<file path="config.mk">
export PLATFORM = sky130hd
export DESIGN_NAME = reaction_stimulus_ctrl
export DESIGN_NICKNAME = d
export VERILOG_FILES = /design/src/rtl/reaction_pkg.sv /design/src/rtl/lfsr16.sv /design/src/rtl/reaction_stimulus_ctrl.sv
export SDC_FILE = /design/constraint.sdc
export NUM_CORES = 1
export LEC_CHECK = 0
export CORE_MARGIN = 4
export CORE_UTILIZATION = 55
export DETAILED_ROUTE_END_ITERATION = 7
export HOLD_SLACK_MARGIN = 0.06
export MAX_ROUTING_LAYER = met4
export PLACE_DENSITY = 0.76
export SYNTH_ARGS = -nofsm -noshare
export SYNTH_HDL_FRONTEND = slang
export SYNTH_HIERARCHICAL = 1
export SYNTH_SLANG_ARGS = --single-unit
export TNS_END_PERCENT = 100
</file>
<file path="constraint.sdc">
create_clock -name clk -period 4.07 [get_ports clk]
set_input_delay 1.0175 -clock clk [delete_from_list [all_inputs] [get_ports clk]]
set_output_delay 1.0175 -clock clk [all_outputs]
set_load 0.03 [all_outputs]
</file>
<file path="src/rtl/reaction_pkg.sv">
// rtl/reaction_pkg.sv - shared types and constants for the reaction-timer stimulus controller
//
// Purpose: state encoding, LFSR seed/taps and the display-range limit.
// Ports:   none (package).
package reaction_pkg;

  typedef enum logic [2:0] {
    IDLE  = 3'd0,
    WAIT  = 3'd1,
    STIM  = 3'd2,
    DONE  = 3'd3,
    EARLY = 3'd4
  } rt_state_t;

  localparam logic [15:0] LFSR_SEED = 16'hACE1;
  // Taps 16,14,13,11 expressed as a mask over q[15:0].
  localparam logic [15:0] LFSR_TAPS = 16'hB400;
  // Largest value the 4-digit display path can show.
  localparam int          RT_MAX    = 9999;

endpackage

</file>
<file path="src/rtl/lfsr16.sv">
// rtl/lfsr16.sv - free-running 16-bit Fibonacci LFSR for the random stimulus delay
//
// Purpose: advances every clock; the delay logic samples low bits of q.
// Ports:
//   clk   - system clock
//   rst_n - asynchronous active-low reset, loads LFSR_SEED
//   q     - current LFSR contents
module lfsr16
  import reaction_pkg::*;
(
  input  logic        clk,
  input  logic        rst_n,
  output logic [15:0] q
);

  logic fb;

  assign fb = ^(q & LFSR_TAPS);

  always_ff @(posedge clk or negedge rst_n) begin
    if (!rst_n) begin
      q <= LFSR_SEED;
    end else if (q == 16'h0000) begin
      // Lock-up state is unreachable from the seed; recover anyway if upset.
      q <= LFSR_SEED;
    end else begin
      q <= {q[14:0], fb};
    end
  end

endmodule

</file>
<file path="src/rtl/reaction_stimulus_ctrl.sv">
// rtl/reaction_stimulus_ctrl.sv - arm/random-wait/stimulus/measure controller for the reaction timer
//
// Purpose: waits a pseudo-random delay after start, lights the stimulus,
//          counts reaction time in ms until stop, flags early press/timeout.
// Ports:
//   clk, rst_n          - clock, asynchronous active-low reset
//   clear, start, stop  - single-cycle debounced pulses (priority clear>stop>start)
//   stim_led, time_en   - high in STIM
//   ms_tick             - 1 ms pulse while in WAIT or STIM
//   rt_ms, rt_valid     - reaction time (binary ms) and its one-cycle valid pulse
//   early, timeout      - early-press level, timeout level (in DONE)
//   state_o             - state encoding for debug LEDs
module reaction_stimulus_ctrl
  import reaction_pkg::*;
#(
  parameter int TICK_DIV     = 100000,
  parameter int MIN_DELAY_MS = 2000,
  parameter int RAND_BITS    = 11,
  parameter int TIMEOUT_MS   = 1000
) (
  input  logic        clk,
  input  logic        rst_n,
  input  logic        clear,
  input  logic        start,
  input  logic        stop,
  output logic        stim_led,
  output logic        time_en,
  output logic        ms_tick,
  output logic [13:0] rt_ms,
  output logic        rt_valid,
  output logic        early,
  output logic        timeout,
  output logic [2:0]  state_o
);

  localparam int PW     = (TICK_DIV > 1) ? $clog2(TICK_DIV) : 1;
  localparam int DW     = $clog2(MIN_DELAY_MS + (1 << RAND_BITS)) + 1;
  localparam int TO     = (TIMEOUT_MS > RT_MAX) ? RT_MAX : TIMEOUT_MS;

  rt_state_t     state;
  logic [PW-1:0] presc;
  logic [DW-1:0] delay_cnt;
  logic [15:0]   lfsr_q;
  logic          tick;
  logic          unused_lfsr_bits;

  lfsr16 u_lfsr (
    .clk   (clk),
    .rst_n (rst_n),
    .q     (lfsr_q)
  );

  // Only the low RAND_BITS feed the delay.
  assign unused_lfsr_bits = ^lfsr_q;

  // Prescaler is held at 0 outside WAIT/STIM, so tick is purely a register decode.
  assign tick     = (presc == PW'(TICK_DIV - 1)) && ((state == WAIT) || (state == STIM));
  assign ms_tick  = tick;
  assign stim_led = (state == STIM);
  assign time_en  = (state == STIM);
  assign early    = (state == EARLY);
  assign state_o  = state;

  always_ff @(posedge clk or negedge rst_n) begin
    if (!rst_n) begin
      state     <= IDLE;
      presc     <= '0;
      delay_cnt <= '0;
      rt_ms     <= '0;
      rt_valid  <= 1'b0;
      timeout   <= 1'b0;
    end else begin
      rt_valid <= 1'b0;
      if (clear) begin
        state   <= IDLE;
        presc   <= '0;
        rt_ms   <= '0;
        timeout <= 1'b0;
      end else begin
        case (state)
          IDLE: begin
            presc <= '0;
            if (start) begin
              delay_cnt <= DW'(MIN_DELAY_MS) + DW'(lfsr_q[RAND_BITS-1:0]);
              rt_ms     <= '0;
              timeout   <= 1'b0;
              state     <= WAIT;
            end
          end
          WAIT: begin
            if (stop) begin
              state <= EARLY;
              presc <= '0;
              rt_ms <= '0;
            end else if (tick) begin
              // Wrap to 0 here also gives STIM a full-length first ms.
              presc     <= '0;
              delay_cnt <= delay_cnt - 1'b1;
              if (delay_cnt == DW'(1)) begin
                state <= STIM;
              end
            end else begin
              presc <= presc + 1'b1;
            end
          end
          STIM: begin
            if (stop) begin
              // A tick in the same cycle is deliberately dropped.
              state    <= DONE;
              presc    <= '0;
              rt_valid <= 1'b1;
            end else if (tick) begin
              presc <= '0;
              if (rt_ms == 14'(TO - 1)) begin
                rt_ms    <= 14'(TO);
                timeout  <= 1'b1;
                rt_valid <= 1'b1;
                state    <= DONE;
              end else begin
                rt_ms <= rt_ms + 1'b1;
              end
            end else begin
              presc <= presc + 1'b1;
            end
          end
          DONE: begin
            presc <= '0;
          end
          EARLY: begin
            presc <= '0;
            rt_ms <= '0;
          end
          default: begin
            state <= IDLE;
            presc <= '0;
          end
        endcase
      end
    end
  end

endmodule

</file>
## Word level (Yosys, flattened, before mapping)

Index checks and enable logic that the tools add are counted.

| word-level totals | value |
|---|---|
| register bits | 65 |
| input port bits | 5 |

| operators by class | value |
|---|---|
| $add $sub $neg | 4 |
| equality and inequality tests | 20 |
| multiplexer cells | 36 |
| bitwise logic cells | 1 |
| reduce and logical (&&, ||, !) cells | 14 |

Operators by type and width:

| kind | number |
|---|---|
| 14-bit two-way mux | 6 |
| 17-bit two-way mux | 4 |
| 14-bit one-hot mux with 4 select lines | 1 |
| 13-bit two-way mux | 3 |
| 13-bit one-hot mux with 2 select lines | 1 |
| 3-bit two-way mux | 8 |
| 17-bit by 1-bit adder with 17-bit output (second input constant) | 1 |
| 17-bit equality test (second input constant) | 1 |
| 16-bit zero test | 1 |
| 16-bit two-way mux | 1 |
| 16-bit parity | 1 |
| 5-bit AND reduction | 3 |
| 14-bit by 1-bit adder with 14-bit output (second input constant) | 1 |
| 14-bit by 10-bit equality test with 1-bit output (second input constant) | 1 |
| 13-bit by 1-bit equality test with 1-bit output (second input constant) | 1 |
| 13-bit by 1-bit subtractor with 13-bit output (second input constant) | 1 |
| 11-bit by 11-bit adder with 12-bit output (first input constant) | 1 |
| 4-bit by 3-bit inequality test with 1-bit output (second input constant) | 3 |
| 3-bit one-hot mux with 4 select lines | 1 |
| 1-bit two-way mux | 10 |
| 3-bit inequality test (second input constant) | 3 |
| 3-bit by 2-bit equality test with 1-bit output (second input constant) | 2 |
| 2-bit inequality test (second input constant) | 3 |
| 3-bit by 2-bit inequality test with 1-bit output (second input constant) | 2 |
| 14 further kinds | 15 |

## Depth between registers and ports, before layout

| depth | value |
|---|---|
| depth after elaboration | 7 |
| gate-level depth with buffers | 8 |
| mapped depth without buffers | 7 |

## Cells and area by module

The synthesis kept the hierarchy.

Modules (own cells, without submodules):

| module | times used | cells an instance | area each (um^2) |
|---|---|---|---|
| reaction_stimulus_ctrl | 1 | 339 | 2,932.8 |
| lfsr16 | 1 | 50 | 631.9 |

## Worst setup path before layout

No wires, ideal clock.

| timing | value |
|---|---|
| kind | register -> output |
| start | register state[0] (netlist: state_o[0]) |
| end | output port time_en |
| arrival | 2.089 ns |
| data required time | 3.053 ns |
| slack | 0.964 ns |
| stages on the path, launching flop included | 4 |
| cell sequence | dfrtp_1 clkbuf_1 nor3b_1 buf_4 |

| on the way | value |
|---|---|
| word-level cells in the longest chain between the ends | 1 |

Ends and longest elaborated chain:

| item | line | source |
|---|---|---|
| from (decl) | reaction_stimulus_ctrl.sv:40 | `rt_state_t state;` |
| from (signal assigned) | reaction_stimulus_ctrl.sv:66 | `state <= IDLE;` |
| from (signal assigned) | reaction_stimulus_ctrl.sv:75 | `state <= IDLE;` |
| from (signal assigned) | reaction_stimulus_ctrl.sv:87 | `state <= WAIT;` |
| 3-bit by 2-bit equality test with 1-bit output | -- |  |
| to (decl) | reaction_stimulus_ctrl.sv:27 | `output logic time_en,` |

No other way between the ends.

## Worst setup path after layout

| timing | value |
|---|---|
| start | register presc[12] |
| end | output port ms_tick |

| on the way | value |
|---|---|
| word-level cells in the longest chain between the ends | 2 |

Ends and longest elaborated chain:

| item | line | source |
|---|---|---|
| from (decl) | reaction_stimulus_ctrl.sv:41 | `logic [PW-1:0] presc;` |
| from (signal assigned) | reaction_stimulus_ctrl.sv:103 | `presc <= presc + 1'b1;` |
| from (signal assigned) | reaction_stimulus_ctrl.sv:123 | `presc <= presc + 1'b1;` |
| 17-bit equality test | reaction_stimulus_ctrl.sv:57 | `assign tick = (presc == PW'(TICK_DIV - 1)) && ((state == WAIT) \|\| (state == STIM));` |
| 1-bit logical AND | reaction_stimulus_ctrl.sv:57 |  |
| to (decl) | reaction_stimulus_ctrl.sv:28 | `output logic ms_tick,` |

No other way between the ends.

==> results.md <==
* GRT Total Usage at 0.217
* Period minus WS final at approximately 3.8 ns
* Final setup TNS at 0 ns
* Drt total wl at 7660 um
* Final setup violation count at 0
* Switching power at 0.531 mW
* Leak Pwr at ~1.6 nW
* RSZ-0062 raised after global routing: no
* Initial antenna violation count at 0
* Clk buf depth at 2
* IO Pins at 28
* Period utilization at 0.936
* Gpl congestion at 0.865
* Top cell type's share of synthesized area at 0.400
* Final hold violations at 0
* Post-DRT Antenna Nets at 0
* CTS tree: done
* TritonRoute pass-1 iters at 5
* Vias per cell at 6.20
* Yosys cell types at 58
* Clock root buffer: clkbuf_8
* Yosys top cell by area: dfrtp_1
* Uppermost layer routed: met4
* CORE AREA at 6310 sq um
* Commonest non-fill, non-tap cell in the layout: dfrtp_1
* Status: finished clean
* H-tree depth at 3
* Syn_nets at 400
* Post-synth ARST share at 1.00
* Slew @ Worst Pin at 1.19 ns
* Final Hold Slack at between 0.3 and 0.4 ns
* #FFs+latches synth at between 60 and 70
* Avg Cell Area, Syn at 9.16 sq um
* Reg2reg path depth at 4
* Post-CTS Setup Bufs at 0
* Worst setup path end: ms_tick
* Die height at 88.5 um
* Clock buffers created by TritonCTS at 9
* Met3 routed WL at 443 um
* Slew Limit Headroom at 0.184
* DR iter-0 viols at ~140
* Critical Path RT at about 3.1 ns
* Ant diodes at 0
* Arr. time, crit path at 2.79 ns
* Worst setup path startpoint: presc[12]$_DFF_PN0_
* FF-to-FF End: presc[8]$_DFF_PN0_
* Comb pwr share at 0.187
* Layout area overhead at 13.0%
* Worst Hold Class: register to register
* Register clock-pin slew on the reported worst setup and hold paths at 0.08 ns
* Sw Ratio at 0.334
* Sequential share of power at 0.490
* Design area at 4030 sq um
* Initial Util at 0.565
* Sink Count at 65
* Post-cts resize count at 0
* CP max FO at 6
* DR DRC count at 0
* Largest net degree at the start of global routing at 44
* Share of layout cells above drive strength 1 at 0.0931
* EDFF count, synth at 0
* Power per cell area at 395 nW/um^2
* R2r setup slk at about 1.4 ns
* DR WL/cell at 15.8 um
* Overflow left after global routing at 0
* Worst vdd ir at 0.257 mV
* Die ar. at 7830 sq um
* Count of pins over their slew limit at 0
* Setup CP Type: register to output port
* Sequential element share of the synthesized area at 0.459
* Internal power at 1.06 mW
* Die Width at 88.5 um
* Post-synth top flop: dfrtp_1
* Met2 Routed Length at 3480 um
* Fill count at 514
* DP Area at 3840 sq um
* # hold bufs at CTS at 0
* Cell Area, Synth at 3560 sq um
* Syn. warnings at 6
* Max Clock Skew at 0.00744 ns
* DR vias at around 3000
* Row Count at 29
* Reg2reg start: presc[12]$_DFF_PN0_
* CP Launch Type: register
* Most frequent cells in the layout: dfrtp_1 (57), nor2_1 (48), o21ai_0 (33), clkdlybuf4s50_1 (26)
* CP Capture Type: output port
* Post-DP HPWL at 5270 um
* Ranking of synthesized cells by area: dfrtp_1 (40%), dfstp_2 (5.9%), nor2_1 (5.1%), o21ai_0 (4.6%), xor2_1 (2.9%)
* Nets at 414
* Max Cap Viol at 0
* Worst-skew pair later-pin latency at 0.34 ns
* Metal1 wirelength at between 3000 and 4000 um
* Synthesized netlist cell count at 389
* Final Total Pwr at 1.59 mW
* Port Buffers at 27
* First-pass GRT wire length at 13000 um
* Clock power share at 0.323
* Vias in the first global route at approximately 2700
* Hold Crit Depth at 0
* Max Fclk at 0.262 GHz
==> critical path: stages, from the launching register on <==
cell and delay (ns):
dfrtp_1 0.44, or4b_4 0.54, or4_1 0.63, nor2_1 0.15
clkdlybuf4s50_1 0.69
==> layout make-up <==
class,count,area (sq um),area share
Tap cell,77,96.3,0.0239
Sequential cell,65,1640,0.406
Multi-Input combinational cell,276,1740,0.432
Inverter,21,78.8,0.0196
Timing Repair Buffer,30,288,0.0715
Clock inverter,6,50.0,0.0124
Clock buffer,10,138,0.0342
==> flip-flops by register name, summed over array words and instances (netlist names) <==
register,flops
delay_cnt,13
presc,17
rt_ms,14
rt_valid,1
state_o,3
timeout,1
u_lfsr/q,16
==> metrics by stage <==
| stage | utilization | cells | setup slack [ns] |
|---|---|---|---|
| CTS | 0.638 | 485 | 0.260 |
| finish | 0.638 | 485 | 0.260 |
| global placement | 0.608 | 469 | 0.625 |
| detailed placement | 0.608 | 469 | 0.629 |
| global route | 0.638 | 485 | 0.134 |
| floorplan | - | 389 | 0.964 |
==> how the worst min path moves through the flow <==
stage                                 startpoint                endpoint  slack [ns]
after floorplan           u_lfsr/q[12]$_DFF_PN0_  u_lfsr/q[13]$_DFF_PN1_        0.42
after global routing      u_lfsr/q[11]$_DFF_PN1_  u_lfsr/q[12]$_DFF_PN0_        0.42
final                      u_lfsr/q[2]$_DFF_PN0_   u_lfsr/q[3]$_DFF_PN0_        0.39
after CTS                  u_lfsr/q[2]$_DFF_PN0_   u_lfsr/q[3]$_DFF_PN0_        0.40
after global placement     u_lfsr/q[2]$_DFF_PN0_   u_lfsr/q[3]$_DFF_PN0_        0.39
after detailed placement   u_lfsr/q[2]$_DFF_PN0_   u_lfsr/q[3]$_DFF_PN0_        0.38
==> synth_stat cells (3+ instances only) <==
cell and count:
a21oi_1 17, dfrtp_1 57, nor2_1 48, nand3_1 13, dfstp_2 8, o21ai_0 33, a22o_1 5, xor2_1 12
nand4_1 5, a31oi_1 3, or4_1 10, inv_1 21, o41ai_1 8, nor3_1 16, nor3b_1 5, nand2_1 21
ha_1 6, clkbuf_1 21, and2_1 3, nor4_1 11, xnor2_1 10, a22oi_1 5, buf_2 4
==> power by group through the flow <==
stage          sequential, mW  clock, mW  combinational [mW]
3_5_place_dp            0.791          0               0.295
5_1_grt                 0.793      0.560               0.340
3_3_place_gp            0.787          0               0.291
2_1_floorplan           0.767          0               0.231
6_report                0.779      0.514               0.297
4_1_cts                 0.779      0.527               0.297
==> cell families (layout without fill, tap and decap cells) <==
| logic type | count (synthesis) | after routing | share of synthesized area |
|---|---|---|---|
| AOI/OAI and AO/OA | 96 | 96 | 0.181 |
| buffers and inverters | 48 | 67 | 0.0530 |
| DFF | 65 | 65 | 0.459 |
| xor gates and xnor gates | 23 | 23 | 0.0604 |
| adders and majority gates | 6 | 6 | 0.0211 |
| muxes | 1 | 1 | 0.00281 |
| and+or+nand+nor | 150 | 150 | 0.223 |
==> routing by layer <==
metal	vias to the layer above	global-route usage
met3	7	0.0410
met4	0	0.0810
met2	97	0.309
li1	1440	-
met1	1461	0.310
met5	-	-
No activity file was read; power rests on OpenSTA's default activity.
